### src/rtl/muldiv_pkg.sv
// muldiv_pkg
// Shared definitions for the HI/LO multiply/divide sequencer:
//   W        operand / register width
//   CNT_W    width of the divider step counter
//   op_t     3-bit HI/LO operation codes from the execute stage
//   state_t  sequencer states
//   negate_if  two's-complement negate, used for operand absolute values
//              and for the quotient/remainder sign fix
package muldiv_pkg;

  localparam int W     = 32;
  localparam int CNT_W = $clog2(W);

  typedef enum logic [2:0] {
    OP_MULT  = 3'd0,
    OP_MULTU = 3'd1,
    OP_DIV   = 3'd2,
    OP_DIVU  = 3'd3,
    OP_MTHI  = 3'd4,
    OP_MTLO  = 3'd5,
    OP_MFHI  = 3'd6,
    OP_MFLO  = 3'd7
  } op_t;

  typedef enum logic [1:0] {
    IDLE,
    MUL_WB,
    DIV_RUN,
    DIV_FIX
  } state_t;

  // Negate block: returns -v when en is set, v otherwise.
  function automatic logic [W-1:0] negate_if(input logic [W-1:0] v, input logic en);
    return en ? (~v + 1'b1) : v;
  endfunction

endpackage

### src/rtl/muldiv_ctrl_div_iter.sv
// div_iter
// 32-step restoring divider datapath (unsigned magnitudes only).
// Ports:
//   clk, rst_n          clock, asynchronous active-low reset
//   start               load dividend/divisor, clear remainder, count = W-1
//   step                perform one restoring step this cycle
//   dividend, divisor   unsigned operands sampled on start
//   quotient, remainder current quotient / remainder registers
//   done                high during the final step (count == 0)
module div_iter
  import muldiv_pkg::*;
(
  input  logic             clk,
  input  logic             rst_n,
  input  logic             start,
  input  logic             step,
  input  logic [W-1:0]     dividend,
  input  logic [W-1:0]     divisor,
  output logic [W-1:0]     quotient,
  output logic [W-1:0]     remainder,
  output logic             done
);

  // The quotient register starts out holding the dividend: each step
  // shifts its MSB into the partial remainder and a quotient bit into
  // its LSB, so after W steps it holds only quotient bits.
  logic [W-1:0]     quo_q;
  logic [W-1:0]     rem_q;
  logic [W-1:0]     dsr_q;
  logic [CNT_W-1:0] count_q;

  logic [W:0]   r_ext;
  logic [W:0]   r_sub;
  logic         fits;
  logic [W-1:0] rem_next;

  // NOTE: every variable assigned in always_comb gets a default first so no
  // path leaves it unassigned; otherwise synthesis infers a latch.
  always_comb begin
    r_ext    = {rem_q, quo_q[W-1]};
    r_sub    = r_ext - {1'b0, dsr_q};
    fits     = (r_ext >= {1'b0, dsr_q});
    rem_next = r_ext[W-1:0];
    // The remainder stays below the divisor (or below 2^W for a zero
    // divisor), so the difference always fits in W bits.
    if (fits) rem_next = r_sub[W-1:0];
  end

  // NOTE: sequential state uses non-blocking assignments so every register
  // samples pre-edge values regardless of statement order.
  always_ff @(posedge clk or negedge rst_n) begin
    if (!rst_n) begin
      quo_q   <= '0;
      rem_q   <= '0;
      dsr_q   <= '0;
      count_q <= '0;
    end else if (start) begin
      quo_q   <= dividend;
      rem_q   <= '0;
      dsr_q   <= divisor;
      count_q <= CNT_W'(W - 1);
    end else if (step) begin
      quo_q <= {quo_q[W-2:0], fits};
      rem_q <= rem_next;
      if (count_q != '0) count_q <= count_q - 1'b1;
    end
  end

  assign quotient  = quo_q;
  assign remainder = rem_q;
  assign done      = step && (count_q == '0);

endmodule

### src/rtl/muldiv_ctrl.sv
// muldiv_ctrl
// Sequencer for the HI/LO multiply/divide resource. Accepts HI/LO ops from
// the execute stage, strobes an external registered multiplier, runs the
// restoring divider and owns the architectural HI/LO registers.
// Ports:
//   CLK, RESET_N        clock, asynchronous active-low reset
//   OP_VALID, OP, A, B  operation and operands from execute
//   KILL                flush: the presented op is discarded
//   STALL               presented op not accepted this cycle
//   BUSY                an operation is in flight
//   RESULT              MFHI/MFLO read data (LO when not reading HI)
//   MUL_EN, MUL_SIGN    multiplier capture strobe and signed select
//   MUL_A, MUL_B        multiplier operands (A, B pass-through)
//   MUL_HI, MUL_LO      registered product, valid the cycle after MUL_EN
module muldiv_ctrl
  import muldiv_pkg::*;
(
  input  logic         CLK,
  input  logic         RESET_N,
  input  logic         OP_VALID,
  input  logic [2:0]   OP,
  input  logic [W-1:0] A,
  input  logic [W-1:0] B,
  input  logic         KILL,
  output logic         STALL,
  output logic         BUSY,
  output logic [W-1:0] RESULT,
  output logic         MUL_EN,
  output logic         MUL_SIGN,
  output logic [W-1:0] MUL_A,
  output logic [W-1:0] MUL_B,
  input  logic [W-1:0] MUL_HI,
  input  logic [W-1:0] MUL_LO
);

  state_t       state;
  logic [W-1:0] hi_q;
  logic [W-1:0] lo_q;
  logic         quot_neg_q;
  logic         rem_neg_q;

  op_t          op;
  logic         live;
  logic         idle;
  logic         accept;
  logic         is_mul;
  logic         is_div;
  logic         a_neg;
  logic         b_neg;
  logic [W-1:0] abs_a;
  logic [W-1:0] abs_b;
  logic [W-1:0] quotient;
  logic [W-1:0] remainder;
  logic         div_done;

  assign op     = op_t'(OP);
  assign live   = OP_VALID && !KILL;
  assign idle   = (state == IDLE);
  assign accept = live && idle;
  assign STALL  = live && !idle;
  assign BUSY   = !idle;

  assign is_mul = (op == OP_MULT) || (op == OP_MULTU);
  assign is_div = (op == OP_DIV)  || (op == OP_DIVU);

  assign MUL_EN   = accept && is_mul;
  assign MUL_SIGN = accept && (op == OP_MULT);
  assign MUL_A    = A;
  assign MUL_B    = B;

  assign RESULT = (accept && (op == OP_MFHI)) ? hi_q : lo_q;

  // Signed divide works on magnitudes; signs are restored in DIV_FIX.
  assign a_neg = (op == OP_DIV) && A[W-1];
  assign b_neg = (op == OP_DIV) && B[W-1];
  assign abs_a = negate_if(A, a_neg);
  assign abs_b = negate_if(B, b_neg);

  div_iter u_div (
    .clk       (CLK),
    .rst_n     (RESET_N),
    .start     (accept && is_div),
    .step      (state == DIV_RUN),
    .dividend  (abs_a),
    .divisor   (abs_b),
    .quotient  (quotient),
    .remainder (remainder),
    .done      (div_done)
  );

  always_ff @(posedge CLK or negedge RESET_N) begin
    if (!RESET_N) begin
      state      <= IDLE;
      hi_q       <= '0;
      lo_q       <= '0;
      quot_neg_q <= 1'b0;
      rem_neg_q  <= 1'b0;
    end else begin
      case (state)
        IDLE: begin
          if (accept) begin
            case (op)
              OP_MULT, OP_MULTU: state <= MUL_WB;
              OP_DIV, OP_DIVU: begin
                quot_neg_q <= a_neg ^ b_neg;
                rem_neg_q  <= a_neg;
                state      <= DIV_RUN;
              end
              OP_MTHI: hi_q <= A;
              OP_MTLO: lo_q <= A;
              default: ;  // MFHI/MFLO only read
            endcase
          end
        end
        MUL_WB: begin
          hi_q  <= MUL_HI;
          lo_q  <= MUL_LO;
          state <= IDLE;
        end
        DIV_RUN: begin
          if (div_done) state <= DIV_FIX;
        end
        DIV_FIX: begin
          lo_q  <= negate_if(quotient, quot_neg_q);
          hi_q  <= negate_if(remainder, rem_neg_q);
          state <= IDLE;
        end
        default: state <= IDLE;
      endcase
    end
  end

endmodule

### config.mk
export PLATFORM = sky130hd
export DESIGN_NAME = muldiv_ctrl
export DESIGN_NICKNAME = d
export VERILOG_FILES = /design/src/rtl/muldiv_pkg.sv /design/src/rtl/muldiv_ctrl_div_iter.sv /design/src/rtl/muldiv_ctrl.sv
export SDC_FILE = /design/constraint.sdc
export NUM_CORES = 1
export LEC_CHECK = 0
export CORE_MARGIN = 10
export CORE_UTILIZATION = 54
export DETAILED_ROUTE_END_ITERATION = 12
export PLACE_DENSITY = 0.82
export SETUP_SLACK_MARGIN = 0.4
export SLEW_MARGIN = 20
export SYNTH_ARGS = -nofsm -noshare
export SYNTH_HDL_FRONTEND = slang
export SYNTH_SLANG_ARGS = --single-unit
export TNS_END_PERCENT = 30
### constraint.sdc
create_clock -name CLK -period 3.9 [get_ports CLK]
set_clock_uncertainty 0.05 [all_clocks]
set_input_delay 0.78 -clock CLK [delete_from_list [all_inputs] [get_ports CLK]]
set_output_delay 0.78 -clock CLK [all_outputs]
set_load 0.005 [all_outputs]
==> flow_summary.json <==
{
  "fin_setup_tns_ps": 0,
  "synth.cell_area_um2": 12940,
  "rows": 56,
  "hold_path_class": "primary input to asynchronous set/reset pin",
  "first_pass_iters": 6,
  "slowest_delay_ps": 480,
  "slew_violations": 0,
  "cts_buffers": 17,
  "top_usage_layer": "met2",
  "htree_levels": 4,
  "dieWidth_um": 174.8,
  "tightest_slew_ps": 954.4,
  "synth_area_leader_cell": "dfrtp_1",
  "cap_viol_max_count": 0,
  "grt_max_degree": 81,
  "gp_congestion": 0.9826,
  "core_area_um2": 23540,
  "hold_viol": 0,
  "p_leak_nw": 6.793,
  "ys_seq_elements": 169,
  "p_total_mw": 12.66,
  "clock-sinks": 169,
  "use_met1": 0.3573,
  "drt-initial-drc-count": 1675,
  "setup_viol": 0,
  "clk_pin_slew_worst_paths_ps": 70,
  "whs_ps": 295.6,
  "synth_cells": 1628,
  "path_class": "primary input to primary output",
  "dp.cells": 2082,
  "vias_per_cell": 6.052,
  "crit_arrival_ps": 2710,
  "synth_edf_count": 0,
  "critPathSlowestCell": "clkdlybuf4s50_1",
  "synth-seq-area-share": 0.3267,
  "netlist-cell-type-count": 67,
  "clock-root-buffer": "clkbuf_16",
  "syn_avg_cell_area_um2": 7.951,
  "initial_core_util": 0.5499,
  "layout-drive-gt1-share": 0.09005,
  "routed_wirelength_um": 41950,
  "place_ws_ps": -118.3,
  "finalNonFillerCells": 2118,
  "routedWlPerCell_um": 19.81,
  "ir_worst_vdd_mv": 0.3719,
  "grt_pass1_wl_um": 65800,
  "relSlewSlack": 0.3548,
  "critPathCaptureType": "primary output",
  "grt.total_usage": 0.2621,
  "worstPathCellList": "clkdlybuf4s50_1 -> nand2b_4 -> nor2_2 -> nand4_1 -> buf_4 -> buf_12 -> mux2_2 -> clkdlybuf4s50_1",
  "ctsHoldBuffers": 0,
  "antenna_cells": 0,
  "port_buffers": 234,
  "fin_nets": 1960,
  "remaining_drc_errors": 0,
  "final.setup.worst_slack_ps": 356.9,
  "grt_use_met3": 0.05691,
  "insertion_delay_ps": 440,
  "dr_total_vias": 12820,
  "synth_area_leaders": "dfrtp_1 (33%), nand2_1 (6.9%), xor2_1 (6.8%), o21ai_0 (6.2%), a21oi_1 (5.0%)",
  "io_pins": 235,
  "tritoncts": "built",
  "post-route-period-util": 0.9085,
  "use_met2": 0.4126,
  "die_y_um": 174.8,
  "cpMostUsedCell": "clkdlybuf4s50_1",
  "yosys_most_used_dff": "dfrtp_1",
  "yosys.area.top_type_share": 0.3267,
  "startpoint_type": "primary input",
  "antenna_found_initial": 0,
  "clockBufferDepth": 2,
  "rsz0062_at_grt": "true",
  "crit_fanout": 13,
  "dp_hpwl_um": 31710,
  "ant_nets": 0,
  "period_minus_slack_ps": 3543,
  "die-area_um2": 30570,
  "synthArstFlopShare": 1.000,
  "fill_cells": 1899,
  "overflow": 0,
  "worstPathRequired_ps": 3070,
  "max_freq_mhz": 282.2,
  "synth_nets": 1802,
  "pwr_density_cell_nw_per_um2": 788.0,
  "grt_pass1_vias": 12240,
  "status": "complete, no violations",
  "yosys_warnings": 0,
  "areaGrowthSynthToFinish_pct": 24.14
}
## placed cells by master (no fill, tap or decap), types with 10 or more instances in the layout
cell type	count
xnor2_1	45
a21oi_1	127
or3_1	17
xor2_1	100
nand2_1	237
o221ai_1	14
clkdlybuf4s50_1	228
a21o_1	19
nor4_1	11
buf_4	53
ha_1	38
dfrtp_1	166
nor3_1	12
nor2b_1	25
o21ai_0	158
mux2i_1	16
a31oi_1	32
mux2_2	31
a211oi_1	23
o41ai_1	12
inv_1	58
o31ai_1	26
nor2_1	126
nand2b_1	10
clkbuf_16	18
nand3_1	33
## synth_stat cells, drive strengths merged (6+ instances only)
cell / count
mux2: 31
dfrtp: 169
o41ai: 14
xnor2: 45
or4: 12
nand2b: 11
nor4: 11
a21oi: 129
inv: 58
o211ai: 6
and2: 7
buf: 70
nor4b: 7
nand2: 239
o21a: 9
nor3: 12
a21o: 19
nor2b: 26
ha: 38
and3: 10
nand3: 33
a211oi: 25
mux2i: 16
o21ai: 164
clkbuf: 83
xor2: 100
nor2: 130
o31ai: 27
or3: 18
a31oi: 32
nand4: 7
o221ai: 14
## metrics by stage
stage                       util  area [um2]
after floorplan                -       12940
after global placement    0.6523       15360
after detailed placement  0.6523       15360
after CTS                 0.6777       15960
after global routing      0.6826       16070
final                     0.6826       16070
## critical path: cells and delay by family
family	cells	cell delay (ps)
buffers and inverters	4	1300
muxes	1	340
and+or+nand+nor	3	290
## kinds of logic after synthesis
logic type,count (synthesis),share of synthesized area
DFF,169,0.3267
and+or+nand+nor,539,0.1913
muxes,47,0.03934
buffers and inverters,211,0.08061
AOI/OAI and AO/OA,478,0.2257
adders and majority gates,39,0.03828
xor gates and xnor gates,145,0.09811
## final timing paths
kind | startpoint | slack, ps | cells past startpoint | to
worst max-delay path | KILL | 360 | 8 | RESULT[3]
worst min-delay path | RESET_N | 300 | 1 | hi_q[22]$_DFFE_PN0P_
worst max register to register | u_div.quotient[0]$_DFFE_PN0P_ | 410 | 11 | lo_q[30]$_DFFE_PN0P_
worst min register to register | u_div.dsr_q[25]$_DFFE_PN0P_ | 430 | 2 | u_div.dsr_q[25]$_DFFE_PN0P_
max in group asynchronous | RESET_N | 2610 | 2 | lo_q[11]$_DFFE_PN0P_
min in group CLK | u_div.dsr_q[25]$_DFFE_PN0P_ | 430 | 2 | u_div.dsr_q[25]$_DFFE_PN0P_
## routing by layer
layer	wire (um)	vias up
li1	-	5990
met1	17730	6034
met2	18980	706
met3	4324	88
met4	912	0
met5	0	-
## flip-flops by register name, summed over array words and instances, names as in the netlist
| register | count |
|---|---|
| hi_q | 32 |
| lo_q | 32 |
| quot_neg_q | 1 |
| rem_neg_q | 1 |
| state | 2 |
| u_div.count_q | 5 |
| u_div.dsr_q | 32 |
| u_div.quotient | 32 |
| u_div.remainder | 32 |
## timing repair
| item | in CTS | in global routing |
|---|---|---|
| resized for setup | 4 | 21 |
| gates cloned | 0 | 1 |
| pin swaps | 1 | 8 |
| setup buffers | 1 | 2 |
| setup endpoints to repair | 35 | 60 |
## final cells by class
type / count / area, um2 / area share
well taps: 319 / 399.1 / 0.02484
multi-input cells: 1248 / 7795 / 0.4851
clock inverters: 14 / 140.1 / 0.008720
inverters: 58 / 217.7 / 0.01355
repair buffers: 292 / 2846 / 0.1771
flip-flops and latches: 169 / 4233 / 0.2634
clock buffers: 18 / 439.2 / 0.02733
## report_power, final
part / internal, mW / switching [mW] / total [mW]
Clock: 0.913 / 0.772 / 1.69
Sequential: 2.61 / 0.939 / 3.55
Combinational: 3.25 / 4.18 / 7.43
Total: 6.77 / 5.89 / 12.7
(Power assumes the default switching activity.)
